<file path="src/rtl/prio_enc_rr_n_if.sv">
// prio_enc_rr_n_if
//   Bundles the request/grant handshake of prio_enc_rr_n.
//   N must match the N of the attached prio_enc_rr_n.
//   mode_rr : 0 = fixed priority (highest index), 1 = round-robin
//   d       : request vector, bit i = source i requesting
//   ready   : consumer accepts q this cycle
//   q       : registered winning index
//   v       : q valid
//   ack     : one-hot, one-cycle acknowledge of the accepted index
//   master  : request sources / consumer side
//   slave   : encoder side
interface prio_enc_rr_n_if #(
   parameter int unsigned N = 8
) ();
   localparam int unsigned W = $clog2(N);

   logic         mode_rr;
   logic [N-1:0] d;
   logic         ready;
   logic [W-1:0] q;
   logic         v;
   logic [N-1:0] ack;

   modport master (output mode_rr, d, ready, input q, v, ack);
   modport slave  (input mode_rr, d, ready, output q, v, ack);
endinterface

</file>
<file path="src/rtl/prio_enc_rr_n.sv">
// prio_enc_rr_n
//   N-input priority encoder with registered output, valid/ready handshake
//   and selectable fixed-priority or round-robin arbitration. The winning
//   index is held until accepted, then a one-hot ack is returned for one
//   cycle so the granted source can drop its request.
//   clk   : single clock, rising edge
//   rst_n : synchronous, active-low reset
//   bus   : prio_enc_rr_n_if.slave (mode_rr, d, ready in; q, v, ack out)
module prio_enc_rr_n #(
   parameter int unsigned N = 8
) (
   input logic            clk,
   input logic            rst_n,
   prio_enc_rr_n_if.slave bus
);
   localparam int unsigned W = $clog2(N);

   typedef enum logic {IDLE, HOLD} state_t;

   state_t       state_q, state_d;
   logic [W-1:0] q_q,     q_d;
   logic [W-1:0] ptr_q,   ptr_d;
   logic [N-1:0] ack_q,   ack_d;
   logic [N-1:0] grant_oh;
   logic [N-1:0] dm;

   // Highest set index; later iterations overwrite earlier ones.
   function automatic logic [W-1:0] win_fix(input logic [N-1:0] vec);
      logic [W-1:0] res;
      res = '0;
      for (int unsigned i = 0; i < N; i++) begin
         if (vec[i]) res = W'(i);
      end
      return res;
   endfunction

   // First set bit scanning start, start-1, ..., wrapping N-1 after 0.
   // The decrementing index with explicit wrap keeps it legal for any N.
   function automatic logic [W-1:0] win_rr(input logic [N-1:0] vec,
                                           input logic [W-1:0] start);
      logic [W-1:0] idx;
      logic [W-1:0] res;
      logic         found;
      idx   = start;
      res   = '0;
      found = 1'b0;
      for (int unsigned k = 0; k < N; k++) begin
         if (!found && vec[idx]) begin
            res   = idx;
            found = 1'b1;
         end
         idx = (idx == '0) ? W'(N - 1) : idx - W'(1);
      end
      return res;
   endfunction

   always_ff @(posedge clk) begin
      if (!rst_n) begin
         state_q <= IDLE;
         q_q     <= '0;
         ptr_q   <= W'(N - 1);
         ack_q   <= '0;
      end else begin
         state_q <= state_d;
         q_q     <= q_d;
         ptr_q   <= ptr_d;
         ack_q   <= ack_d;
      end
   end

   always_comb begin
      state_d  = state_q;
      q_d      = q_q;
      ptr_d    = ptr_q;
      ack_d    = '0;
      grant_oh = {{(N-1){1'b0}}, 1'b1} << q_q;
      dm       = bus.d & ~grant_oh;
      unique case (state_q)
         IDLE: begin
            if (|bus.d) begin
               q_d     = bus.mode_rr ? win_rr(bus.d, ptr_q) : win_fix(bus.d);
               state_d = HOLD;
            end
         end
         HOLD: begin
            if (bus.ready) begin
               ack_d = grant_oh;
               // The round-robin search after a transfer starts just below
               // the granted index, i.e. from the updated pointer.
               if (bus.mode_rr) ptr_d = (q_q == '0) ? W'(N - 1) : q_q - W'(1);
               if (|dm) q_d = bus.mode_rr ? win_rr(dm, ptr_d) : win_fix(dm);
               else     state_d = IDLE;
            end
         end
         default: state_d = IDLE;
      endcase
   end

   assign bus.q   = q_q;
   assign bus.v   = (state_q == HOLD);
   assign bus.ack = ack_q;
endmodule

</file>
<file path="src/flat_wrapper.sv">
// flat-port wrapper written by rule: the top's interface ports become plain ports
module prio_enc_rr_n_flat 
#(
   parameter int unsigned N = 8
)
  (clk, rst_n, bus_mode_rr, bus_d, bus_ready, bus_q, bus_v, bus_ack);
  prio_enc_rr_n_if #(.N(N)) bus_i ();
  input logic clk;
  input logic rst_n;
  input wire logic [$bits(bus_i.mode_rr)-1:0] bus_mode_rr;
  input wire logic [$bits(bus_i.d)-1:0] bus_d;
  input wire logic [$bits(bus_i.ready)-1:0] bus_ready;
  output wire logic [$bits(bus_i.q)-1:0] bus_q;
  output wire logic [$bits(bus_i.v)-1:0] bus_v;
  output wire logic [$bits(bus_i.ack)-1:0] bus_ack;
  assign bus_i.mode_rr = bus_mode_rr;
  assign bus_i.d = bus_d;
  assign bus_i.ready = bus_ready;
  assign bus_q = bus_i.q;
  assign bus_v = bus_i.v;
  assign bus_ack = bus_i.ack;
  prio_enc_rr_n #(.N(N)) u_core (.clk(clk), .rst_n(rst_n), .bus(bus_i));
endmodule
</file>
<file path="config.mk">
export PLATFORM = sky130hd
export DESIGN_NAME = prio_enc_rr_n_flat
export DESIGN_NICKNAME = d
export VERILOG_FILES = /design/src/rtl/prio_enc_rr_n_if.sv /design/src/rtl/prio_enc_rr_n.sv /design/src/flat_wrapper.sv
export SDC_FILE = /design/constraint.sdc
export NUM_CORES = 1
export LEC_CHECK = 0
export CAP_MARGIN = 20
export CORE_MARGIN = 2
export CORE_UTILIZATION = 65
export CTS_CLUSTER_DIAMETER = 80
export CTS_CLUSTER_SIZE = 25
export DETAILED_ROUTE_END_ITERATION = 12
export PLACE_DENSITY = 0.86
export SYNTH_ARGS = -nofsm -noshare
export SYNTH_HDL_FRONTEND = slang
export SYNTH_SLANG_ARGS = --single-unit
export TNS_END_PERCENT = 5
</file>
<file path="constraint.sdc">
create_clock -name clk -period 8.9 [get_ports clk]
set_input_delay 1.78 -clock clk [delete_from_list [all_inputs] [get_ports clk]]
set_output_delay 1.78 -clock clk [all_outputs]
set_load 0.05 [all_outputs]
</file>
==> flow_metrics.env <==
export IMPL_status="completed"
export IMPL_clockRootBuffer="clkbuf_8"
export IMPL_viasPerCell=7.24
export IMPL_grt_pass1_wl_mm=15.2
export IMPL_initial_core_util=0.686
export IMPL_netlist_area_leader_share=0.140
export IMPL_die_area_mm2=0.00563
export IMPL_antenna_found_initial=0
export IMPL_p_per_area_mw_per_mm2=174
export IMPL_worst_setup_path_type="primary input to flip-flop"
export IMPL_cts_made_buffers=3
export IMPL_worstPathRequired_ps=9010
export IMPL_slowest_delay_ps=830
export IMPL_hold_violations=0
export IMPL_drc_errors=0
export IMPL_p_leak_nw=1.45
export IMPL_timing_final_crit_share=0.765
export IMPL_drtAntennaViolNets=0
export IMPL_relSlewSlack=0.459
export IMPL_syn_avg_cell_area_um2=7.85
export IMPL_ys_ff_latch=15
export IMPL_design_area_mm2=0.00355
export IMPL_syn_area_mm2=0.00328
export IMPL_h_tree_depth=1
export IMPL_wl_per_cell_um=19.6
export IMPL_port_buffer_count=23
export IMPL_max_clock_freq_ghz=0.147
export IMPL_fin_cells=494
export IMPL_grt_max_degree=21
export IMPL_fin_util=0.742
export IMPL_total_power_mw=0.618
export IMPL_yosysSeqAreaShare=0.0915
export IMPL_cp_end_kind="flip-flop"
export IMPL_track_usage=0.351
export IMPL_slowest_stage="clkdlybuf4s50_1"
export IMPL_seq_area_um2=300
export IMPL_cap_violations=0
export IMPL_wl_mm=9.66
export IMPL_clkTransAtPathRegs_ps=70
export IMPL_grt_overflow_total=0
export IMPL_fin_ws_ps=2090
export IMPL_async_flop_share=0
export IMPL_min_delay_path_class="flip-flop to flip-flop"
export IMPL_tightest_slew_ps=811
export IMPL_ys_types=74
export IMPL_arrival_ps=6920
export IMPL_multi_input_area_mm2=0.00281
export IMPL_vias=3579
export IMPL_gp_congestion=1.03
export IMPL_area_delta_synth_final_pct=8.16
export IMPL_crit_fanout=19
export IMPL_worstSetupStartpointType="primary input"
export IMPL_pre_cts_ws_ps=2000
export IMPL_grt_pass1_vias=3174
export IMPL_synth_largest_area_cell="mux2i_1"
export IMPL_rsz0062_at_grt="false"
export IMPL_dieHeight_um=75.1
export IMPL_cts_sinks=15
export IMPL_diodes=0
export IMPL_cts_tree="yes"
export IMPL_coreArea_mm2=0.00479
export IMPL_hpwl_mm=7.51
export IMPL_cts_setup_buffers=0
export IMPL_drt_pre_antenna_iters=7
export IMPL_cts_repair_resized=0
export IMPL_synth_nets=451
export IMPL_setup_viol=0
export IMPL_synth_area_leaders="mux2i_1 14%, dfxtp_1 9.1%, mux4_2 8.2%"
export IMPL_finalSetupTns_ps=0
export IMPL_ios=24
export IMPL_path_cells="clkdlybuf4s50_1 > a31o_2 > clkinv_1 > ha_1 > o21ai_0 > inv_1 > a311oi_1 > o221ai_1 > a221o_2 > mux2i_1 > mux2_2 > and3_1 > or4_1 > a31oi_1 > o211ai_1"
export IMPL_layout_drive_gt1_share=0.117
export IMPL_synth_edff_count=0
export IMPL_hold_ws_ps=579
export IMPL_ys_top_cells_by_count="46 x mux2i_1, 46 x nand2_1, 26 x nor2_1"
export IMPL_nets=461
export IMPL_insertion_delay_ps=260
export IMPL_yosys_most_used_dff="dfxtp_1"
export IMPL_placed_area_mm2=0.00350
export IMPL_layout_min_cycle_time_ps=6810
export IMPL_ctsHoldBuffers=0
export IMPL_ir_drop_mv=0.0944
export IMPL_fin_skew_ps=12.4
export IMPL_yosysWarnings=0
export IMPL_num_rows=25
export IMPL_fillCellCount=384
export IMPL_drt_initial_drc_count=394
export IMPL_cts_buffer_depth=2
export IMPL_die_w_um=75.1
export IMPL_drv_slew=0
export IMPL_numPlacedInstances=490
export IMPL_synth_cells=418
[sequential cells by signal, indices dropped and copies added, names as in the netlist]
name            flops
u_core.bus.ack      8
u_core.bus.q        3
u_core.ptr_q        3
u_core.bus.v        1
[logic make-up after synthesis]
family / synth area share
simple gates: 0.238
flops: 0.0915
mux: 0.264
buf+inv: 0.0534
fa+ha+maj: 0.0801
compound gates: 0.273
[critical path, delay by kind of cell]
family / cells / cell delay (ps)
muxes: 2 / 560
adders and majority gates: 1 / 390
and+or+nand+nor: 2 / 770
AOI/OAI and AO/OA: 7 / 2080
buffers and inverters: 3 / 1330
[worst paths after layout]
| kind | start | cells past startpoint | slack [ps] | to |
|---|---|---|---|---|
| min reg2reg | u_core.ptr_q[2] | 2 | 580 | u_core.ptr_q[2] |
| max reg2reg | u_core.bus.q[0] | 17 | 3310 | u_core.bus.q[1] |
| min | u_core.ptr_q[2] | 2 | 580 | u_core.ptr_q[2] |
| max | bus_mode_rr | 15 | 2090 | u_core.bus.q[1] |
[layout by cell type, fill, tap and decap left out, drive strengths merged, types with 13 or more instances in the layout]
cell           instances
mux2i                 46
nand2                 47
nor3                  13
clkdlybuf4s50         23
inv                   19
dfxtp                 15
nor2                  26
o21ai                 21
a21oi                 21
ha                    21
[where the power goes]
part / switching, mW / internal [mW]
logic: 0.284 / 0.194
clock network: 0.0275 / 0.0311
registers: 0.0110 / 0.0715
total: 0.322 / 0.296
[layout make-up]
cell class,count,area share
Clock buffer,3,0.0116
Clock inverter,1,0.00141
Inverter,22,0.0233
Multi-Input combinational cell,363,0.791
Sequential cell,15,0.0846
Tap cell,67,0.0236
Timing Repair Buffer,23,0.0649
[routing by layer]
metal | track usage | vias to the layer above | wire length, µm
met5 | 0 | - | 0
met3 | 0.0616 | 26 | 1270
li1 | - | 1630 | -
met2 | 0.533 | 269 | 4160
met4 | 0.0992 | 0 | 211
met1 | 0.510 | 1654 | 4020
Note: power is estimated with default switching activity, not from simulation.
==> patch (same settings) <==
`N` is set to 8 in 3 places; all go to 4.
--- a/src/rtl/prio_enc_rr_n_if.sv
+++ b/src/rtl/prio_enc_rr_n_if.sv
@@ -10,7 +10,7 @@
 //   master  : request sources / consumer side
 //   slave   : encoder side
 interface prio_enc_rr_n_if #(
-   parameter int unsigned N = 8
+   parameter int unsigned N = 4
 ) ();
    localparam int unsigned W = $clog2(N);
 
--- a/src/rtl/prio_enc_rr_n.sv
+++ b/src/rtl/prio_enc_rr_n.sv
@@ -7,7 +7,7 @@
 //   rst_n : synchronous, active-low reset
 //   bus   : prio_enc_rr_n_if.slave (mode_rr, d, ready in; q, v, ack out)
 module prio_enc_rr_n #(
-   parameter int unsigned N = 8
+   parameter int unsigned N = 4
 ) (
    input logic            clk,
    input logic            rst_n,
--- a/src/flat_wrapper.sv
+++ b/src/flat_wrapper.sv
@@ -1,7 +1,7 @@
 // flat-port wrapper written by rule: the top's interface ports become plain ports
 module prio_enc_rr_n_flat 
 #(
-   parameter int unsigned N = 8
+   parameter int unsigned N = 4
 )
   (clk, rst_n, bus_mode_rr, bus_d, bus_ready, bus_q, bus_v, bus_ack);
   prio_enc_rr_n_if #(.N(N)) bus_i ();
Interface: changed (resized bus_ack, bus_d and bus_q); port bits go from 24 to 15. No check against the original RTL was run, so the function may have changed too.
==> patch against the original RTL <==
Total power down 77%; worst setup slack better by 3.3 ns; global-route usage down 9.9 points; clock skew down 0.0075 ns; final area down 71%; synthesized area down 72%; wire length down 79%; sequential cell count down 6; critical endpoint is now bus_v; largest cell class unchanged.
==> patch: results (changes against the original RTL) <==
| Metric | Value |
|---|---|
| R2R Setup Slk | 6.63 ns (+3.32 ns) |
| CTS Buffer Depth | 2 (unchanged) |
| Multiplexer share of the synthesized area | 0.08230 (-0.1815) |
| Adder-cell share of the synthesized area | 0.06859 (-0.01147) |
| 1st-pass router iterations | 4 (-3) |
| Via count | 930 (-74%) |
| DP Wirelength | 1.535 mm (-80%) |
| Total power | 0.0001443 W (-77%) |
| Met3 WL | 166 um (-87%) |
| Pleak | 0.4504 nW (-69%) |
| CP peak stage delay | 0.89 ns (+0.06 ns) |
| Area contributors post-synth | dfxtp_1 (20%), ha_1 (6.9%), nand2_1 (6.6%) |
| Post-synthesis compound-gate area fraction | 0.2606 (-0.01234) |
| TritonCTS Buffers | 3 (unchanged) |
| Final worst-path cycle share | 0.3955 (-0.3697) |
| Register area share after synthesis | 0.1975 (+0.1060) |
| Routed wire length | 2.066 mm (-79%) |
| Slew margin rel. | 0.6523 (+0.1933) |
| Layout cells sized above 1 | 0.08462 (-0.03248) |
| Placed Cells | 141 (-71%) |
| R2R depth | 6 (-11) |
| Outcome | finished clean |
| Worst r2r src | u_core.ptr_q[0] |
| R2r endpoint | u_core.bus.q[0] |
| Nets | 144 (-69%) |
| DR iter-0 viols | 52 (-87%) |
| CP arrival | 1.74 ns (-5.18 ns) |
| Largest net degree at the start of global routing | 15 (-29%) |
| Sequential power | 0.0000497 W (-40%) |
| Critical Path Sink | bus_v |
| Vias in the first global route | 805 (-75%) |
| Vias per Instance | 6.414 (-11%) |
| Routed metal-1 wire length | 914 um (-77%) |
| Max FFs per register | 4 (-4) |
| Fillers | 102 (-73%) |
| Gpl congestion | 0.9029 (-13%) |
| Synth top cells by count | nand2_1 (16), a21oi_1 (9), dfxtp_1 (9), nor2_1 (9) |
| Post-synthesis cell count | 122 (-71%) |
| Post-synth cell types | 42 (-43%) |
| Clock Skew | 0.004881 ns (-0.007486 ns) |
| Total Routing Usage GR | 0.2527 (-0.09851) |
| Port Buf Inserts | 14 (-39%) |
| Met2 wire len | 917 um (-78%) |
| Internal Pwr Total | 0.00008686 W (-71%) |
| Comb group | 0.0000633 W (-87%) |
| Placed Area | 1006 um2 (-71%) |
| Dpl ws | 5.215 ns (+3.214 ns) |
| Post-Synth XOR/XNOR Area | 0.009602 (+0.009602) |
| Met3 Use GR | 0.03478 (-0.02680) |
patch: cells by family (layout without fill, tap and decap cells):
family          after synthesis  count (layout)
mux                           6               6
flops                         9               9
xor+xnor                      1               1
fa+ha+maj                     5               5
compound gates               34              34
buf+inv                      15              23
simple gates                 52              52
patch: how the worst min path moves through the flow:
stage,startpoint,endpoint,slack (ns),cells past startpoint
CTS,u_core.ptr_q[1],u_core.ptr_q[1],0.62,2
floorplan,u_core.ptr_q[1],u_core.ptr_q[1],0.64,3
global placement,u_core.ptr_q[1],u_core.ptr_q[1],0.60,2
global route,u_core.ptr_q[1],u_core.ptr_q[1],0.70,2
finish,u_core.ptr_q[1],u_core.ptr_q[1],0.62,2
detailed placement,u_core.ptr_q[1],u_core.ptr_q[1],0.62,2
patch: cell type report:
cell class | instances | share of cell area
clock buffer | 4 | 0.02545
inverter | 5 | 0.01818
timing repair buffer | 14 | 0.1358
multi-input combinational | 98 | 0.6279
sequential | 9 | 0.1745
tap | 15 | 0.01818
